[config.mk]
export PLATFORM = sky130hd
export DESIGN_NAME = altr_hps_rstn_seq
export DESIGN_NICKNAME = d
export VERILOG_FILES = /design/src/rtl/altr_hps_rstn_seq.sv
export SDC_FILE = /design/constraint.sdc
export NUM_CORES = 1
export LEC_CHECK = 0
export BUFFER_PORTS_ARGS = -buffer_cell sky130_fd_sc_hd__buf_4
export CORE_ASPECT_RATIO = 1.25
export CORE_MARGIN = 2
export CORE_UTILIZATION = 39
export DETAILED_ROUTE_END_ITERATION = 7
export GPL_TIMING_DRIVEN = 1
export PLACE_DENSITY_LB_ADDON = 0.08
export SYNTH_ARGS = -nofsm -noshare
export SYNTH_HDL_FRONTEND = slang
export SYNTH_SLANG_ARGS = --single-unit
[constraint.sdc]
create_clock -name clk -period 2.22 [get_ports clk]
set_input_delay 0 -clock clk [delete_from_list [all_inputs] [get_ports clk]]
set_output_delay 0 -clock clk [all_outputs]
set_load 0.05 [all_outputs]
[src/rtl/altr_hps_rstn_seq.sv]
// Reset-source sequencer for one AASD target domain: asserts tgt_rst_n, waits for the echoed ack, releases, reports done.
// Optional ack-wait timeout with sticky timeout_err is enabled by defining ALTR_HPS_RSTN_SEQ_TIMEOUT_EN.
module altr_hps_rstn_seq #(
  parameter int unsigned MIN_ASSERT_CYC = 16,
  parameter int unsigned CNT_W          = 8,
  parameter int unsigned TIMEOUT_CYC    = 255
) (
  input  logic clk,
  input  logic rst_n,
  input  logic sw_rst_req,
  input  logic tgt_rst_ack_n,
  input  logic scan_mode,
  output logic tgt_rst_n,
  output logic rst_busy,
  output logic rst_done
`ifdef ALTR_HPS_RSTN_SEQ_TIMEOUT_EN
  ,
  output logic timeout_err
`endif
);

  if (MIN_ASSERT_CYC < 2 || MIN_ASSERT_CYC > 255 ||
      MIN_ASSERT_CYC > 2**CNT_W - 1 || TIMEOUT_CYC > 2**CNT_W - 1) begin : g_bad_param
    $error("altr_hps_rstn_seq: counter parameters out of range");
  end

  typedef enum logic [1:0] {
    ST_ASSERT,
    ST_RELEASE,
    ST_DONE,
    ST_IDLE
  } state_t;

  localparam logic [CNT_W-1:0] HOLD_LAST = CNT_W'(MIN_ASSERT_CYC - 1);
`ifdef ALTR_HPS_RSTN_SEQ_TIMEOUT_EN
  localparam logic [CNT_W-1:0] TO_LAST   = CNT_W'(TIMEOUT_CYC - 1);
`endif

  state_t           state;
  logic [CNT_W-1:0] cnt;
  logic [3:0]       ack_sync;
  logic             ack_s;
  logic             req_q;
  logic             req_rise;
  logic             tgt_q;

  assign ack_s    = ack_sync[3];
  assign req_rise = sw_rst_req & ~req_q;

  always_ff @(posedge clk or negedge rst_n) begin
    if (!rst_n) begin
      ack_sync <= '0;
      req_q    <= 1'b0;
    end else begin
      ack_sync <= {ack_sync[2:0], tgt_rst_ack_n};
      req_q    <= sw_rst_req;
    end
  end

  always_ff @(posedge clk or negedge rst_n) begin
    if (!rst_n) begin
      state       <= ST_ASSERT;
      cnt         <= '0;
      tgt_q       <= 1'b0;
      rst_busy    <= 1'b1;
      rst_done    <= 1'b0;
`ifdef ALTR_HPS_RSTN_SEQ_TIMEOUT_EN
      timeout_err <= 1'b0;
`endif
    end else begin
      rst_done <= 1'b0;
`ifdef ALTR_HPS_RSTN_SEQ_TIMEOUT_EN
      if (req_rise) timeout_err <= 1'b0;
`endif
      case (state)
        ST_IDLE: begin
          if (req_rise) begin
            state    <= ST_ASSERT;
            cnt      <= '0;
            tgt_q    <= 1'b0;
            rst_busy <= 1'b1;
          end
        end
        ST_ASSERT: begin
          // Release needs both the minimum hold and the ack round-trip.
          if (cnt >= HOLD_LAST && !ack_s) begin
            state <= ST_RELEASE;
            cnt   <= '0;
            tgt_q <= 1'b1;
          end
`ifdef ALTR_HPS_RSTN_SEQ_TIMEOUT_EN
          else if (cnt >= TO_LAST) begin
            state       <= ST_DONE;
            cnt         <= '0;
            tgt_q       <= 1'b1;
            rst_busy    <= 1'b0;
            rst_done    <= 1'b1;
            timeout_err <= 1'b1;
          end else begin
            cnt <= cnt + 1'b1;
          end
`else
          else if (cnt < HOLD_LAST) begin
            cnt <= cnt + 1'b1;
          end
`endif
        end
        ST_RELEASE: begin
          if (ack_s) begin
            state    <= ST_DONE;
            cnt      <= '0;
            rst_busy <= 1'b0;
            rst_done <= 1'b1;
          end
`ifdef ALTR_HPS_RSTN_SEQ_TIMEOUT_EN
          else if (cnt >= TO_LAST) begin
            state       <= ST_DONE;
            cnt         <= '0;
            rst_busy    <= 1'b0;
            rst_done    <= 1'b1;
            timeout_err <= 1'b1;
          end else begin
            cnt <= cnt + 1'b1;
          end
`endif
        end
        ST_DONE: begin
          state    <= ST_IDLE;
          rst_busy <= 1'b0;
        end
        default: state <= ST_IDLE;
      endcase
    end
  end

  // Scan bypass: the raw reset drives the target directly.
  assign tgt_rst_n = scan_mode ? rst_n : tgt_q;

endmodule

== After elaboration in Yosys (flattened, before gate mapping) ==
Index checks and enable logic that the tools add are counted.
Word-level totals
  output and inout bits: 3
  bits in registers: 18
  bits of input ports: 5
Cells by class
  add/sub/neg operators: 1
  order comparisons: 2
  muxes and demuxes: 18
  eq/ne operators: 7
  bitwise operators: 2
  reductions and logical operators: 10
Operators by type and width (count)
  $mux 8: 4
  $pmux 8 s3: 1
  $reduce_and 3->1: 3
  $add 8x1->8 const B: 1
  $ge 8x4->1 const B: 1
  $lt 8x4->1 const B: 1
  $pmux 2 s4: 1
  $mux 1: 7
  $mux 2: 3
  $ne 2x2->1 const B: 3
  $reduce_bool 3->1: 2
  $eq 2x2->1 const B: 2
  $reduce_and 4->1: 1
  $ne 3x3->1 const B: 1
  $pmux 1 s3: 1
  $eq 2x1->1 const B: 1
  $logic_not 2->1: 1
  $pmux 1 s2: 1
  $reduce_bool 2->1: 1
  $and 1x1->1: 1
  $logic_and 1x1->1: 1
  $logic_not 1->1: 1
  $not 1->1: 1

== Logic depth before layout (Yosys ltp) ==
  word-level depth: 4
  depth in mapped cells: 6
  mapped depth without buffers: 6

== Worst setup path before layout ==
Ideal clock, no wire load.
  path type: reg2reg
  start: reg state[1]
  end: reg cnt[1]
  buffers on the path: 0
  stages on the path, launching flop included: 7
  path slack: 445 ps
  clock period less this slack: 1775 ps
  data arrival time: 1650 ps
  data required time: 2095 ps
  cells stage by stage: dfrtp_1 inv_1 ha_1 nor2b_1 a21o_1 a311oi_4 mux2_4
Between the ends
  word-level cells in the longest chain between the ends: 3
  elaborated cells between the ends (all ways): 9
RTL lines
  from (decl): RTL line 39  | state_t state;
  from (signal assigned): RTL line 62  | state <= ST_ASSERT;
  from (signal assigned): RTL line 78  | state <= ST_ASSERT;
  from (signal assigned): RTL line 87  | state <= ST_RELEASE;
  $eq 2x1->1 (tied with other cells): RTL line 75  | case (state)
  $ne 2x2->1 (no source line) (tied with other cells)
  $reduce_and 4->1 (no source line)
  to (signal assigned): RTL line 104  | cnt <= cnt + 1'b1;
  to (decl): RTL line 40  | logic [CNT_W-1:0] cnt;
Several ways; a longest one is shown, not always the timed one.
A chain may end at the register's enable or synchronous reset.

== Final worst setup path ==
Ends and elaborated chain as after synthesis.

==> out/qor.yml <==
status:
  outcome: "completed"
cts:
  cts_buffer_depth: 2
  cts.sinks: 18
  cts_tree: "done"
  path_clk_slew_ns: 0.10
  cts_htree_levels: 1
  clock_latency_ns: 0.29
  cts_buffers: 3
  cts_root_buf: "clkbuf_4"
timing:
  hold_viol_final: 0
  post-route-min-period_ns: 1.94
  period_share_pct: 87.2
  maxClockFrequency_mhz: 516
  maxSlewHeadroom_pct: 69.6
  setup_tns_ns: 0
  setup_ws_ns: 0.284
  rsz0062_at_grt: "false"
  worst_pin_slew_ns: 0.456
  finClkSkew_ns: 0.00403
  slew_violations: 0
  finalSetupViolCount: 0
detailed_routing:
  via_per_inst: 5.25
  wl_per_cell_um: 12.4
  drc: 0
  top_layer: "met4"
  ant_nets: 0
  wl_met3_um: 37
  wl_met2_um: 616
  drt_iter0_markers: 5
  routed_wl_um: 1280
  num_vias: 541
  drtPass1Iterations: 4
  wl_met1_um: 607
grt:
  grt_pass1_wl_um: 2290
  grt_max_degree: 20
  grt_pass1_vias: 560
  track_usage_pct: 12.0
  grt_overflow_total: 0
  antenna_found_initial: 0
layout:
  n_antenna_cell: 0
  fin_nets: 95
  area_growth_pct: 17.0
  drive_above_1_share_pct: 25.3
  design_area_sq_um: 991
  stdcell_count: 103
  fillers: 182
synthesis:
  synth_edf_count: 0
  async_reset_ff_share_pct: 100
  synth_warnings: 0
  seq_area_frac_synth_pct: 53.3
  ys_types: 27
  synthTopCellsByArea: "dfrtp_1, ha_1, a21oi_1"
  synth_area_leader_cell: "dfrtp_1"
  synth_area_per_cell_sq_um: 12.3
  ys.flop_type: "dfrtp_1"
  ys_ff_latch: 18
  syn_inst: 69
  synth_common_cells: "dfrtp_1, a21oi_1, ha_1"
  yosys.area.top_type_share_pct: 50.2
  synth_most_common_cell: "dfrtp_1"
  synthesis.area_sq_um: 847
  synth.net_count: 80
floorplanning:
  row_count: 18
  die_h_um: 56.1
  dieArea_sq_um: 2560
  initial_utilization_pct: 42.3
  num_io_pins: 8
  coreArea_sq_um: 2000
  die_width_um: 45.7
power_and_ir_drop:
  p_leak_nw: 0.470
  peakVddDrop_uv: 617
  power_density_nw_per_um2: 1140
worst_setup_path:
  cp.required_ns: 2.41
  r2r-end: "cnt[1]"
  endpoint: "cnt[1]"
  endpoint_kind: "flip-flop"
  r2r_start: "state[1]"
  cp.arrival_ns: 2.12
  r2r_cells: 6
  critical_path_class: "reg2reg"
  r2r_slack_ns: 0.28
  crit_path_max_fanout: 8
  crit_start: "state[1]"
  cp-start-kind: "flip-flop"
placement:
  place_congestion: 0.686
  place_area_sq_um: 925
  dp_hpwl_um: 955
  port_buffers: 7
  place_ws_ns: 0.280
  dp.cells: 96
run:
  maxCapViolCount: 0
worst_hold_path:
  hp-class: "in2async"
==> cell type report <==
type,count,area (sq um),share of cell area (%)
repair buffers,10,82.6,8.33
well taps,20,25.0,2.53
flip-flops and latches,18,452,45.6
clock buffers,4,36.3,3.66
inverters,5,18.8,1.89
multi-input cells,46,377,38.0
==> through the flow <==
step | power [mW] | hold WS (ns) | utilization [%]
floorplan | 0.826 | -0.296 | -
CTS | 1.15 | 0.103 | 49.4
finish | 1.13 | 0.102 | 49.4
global route | 1.23 | 0.127 | 49.4
global placement | 0.935 | -0.118 | 46.1
detailed placement | 0.945 | -0.116 | 46.1
==> cells by family after synthesis <==
logic type / count (synthesis) / share of synthesized area [%]
mux: 4 / 5.61
simple gates: 25 / 19.6
compound gates: 11 / 10.3
fa+ha+maj: 6 / 8.86
flops: 18 / 53.3
buf+inv: 5 / 2.22
==> registers in the layout (all words and copies together) (netlist names) <==
name and flops:
ack_sync 4, state 2, tgt_q 1, req_q 1
rst_done 1, cnt 8, rst_busy 1
==> what timing repair did <==
item	4_1_cts	5_1_grt
endpoints found under the hold margin	20	0
gates resized for setup	0	0
setup buffers	0	0
hold buffers	3	0
==> worst min path at each step <==
stage          start          end  slack (ns)  depth (start not counted)
3_3_place_gp   rst_n       cnt[1]       -0.12                          1
6_report       rst_n       cnt[0]        0.10                          2
2_1_floorplan  rst_n  ack_sync[0]       -0.30                          0
3_5_place_dp   rst_n       cnt[1]       -0.12                          1
5_1_grt        rst_n        tgt_q        0.13                          2
4_1_cts        rst_n     rst_done        0.10                          2
==> per-layer routing <==
| metal | GRT usage (%) | vias to the layer above |
|---|---|---|
| met4 | 6.30 | 0 |
| li1 | - | 269 |
| met5 | 0 | - |
| met2 | 18.7 | 8 |
| met3 | 1.95 | 2 |
| met1 | 15.2 | 262 |
==> critical path, stage by stage, from the launching register on <==
cell and delay [ns]:
dfrtp_1 0.42, inv_1 0.08, ha_1 0.18, nor2b_1 0.14, a21o_1 0.21, a311oi_4 0.47
mux2_4 0.34
==> power by group <==
group          switching [mW]  total [mW]  internal, mW
sequential             0.0466       0.441         0.395
clock                  0.0998       0.200        0.0998
combinational           0.285       0.490         0.204
total                   0.431        1.13         0.699
==> placed cells by master (no fill, tap or decap), drive strengths merged <==
cell,Yosys,final
nor2b,3,3
or3b,1,1
dlygate4sd3,0,3
nand3,3,3
nor2,3,3
nor4,1,1
nor3,1,1
a311oi,1,1
inv,5,5
mux2,3,3
buf,0,7
dfrtp,17,17
or4b,1,1
o211ai,2,2
o221ai,1,1
ha,6,6
or3,2,2
dfstp,1,1
and2,1,1
clkbuf,0,4
nand4b,1,1
nand3b,1,1
nand2b,1,1
a21o,1,1
and2b,2,2
nand2,4,4
a21oi,6,6
mux2i,1,1
No activity file was read; power rests on OpenSTA's default activity.
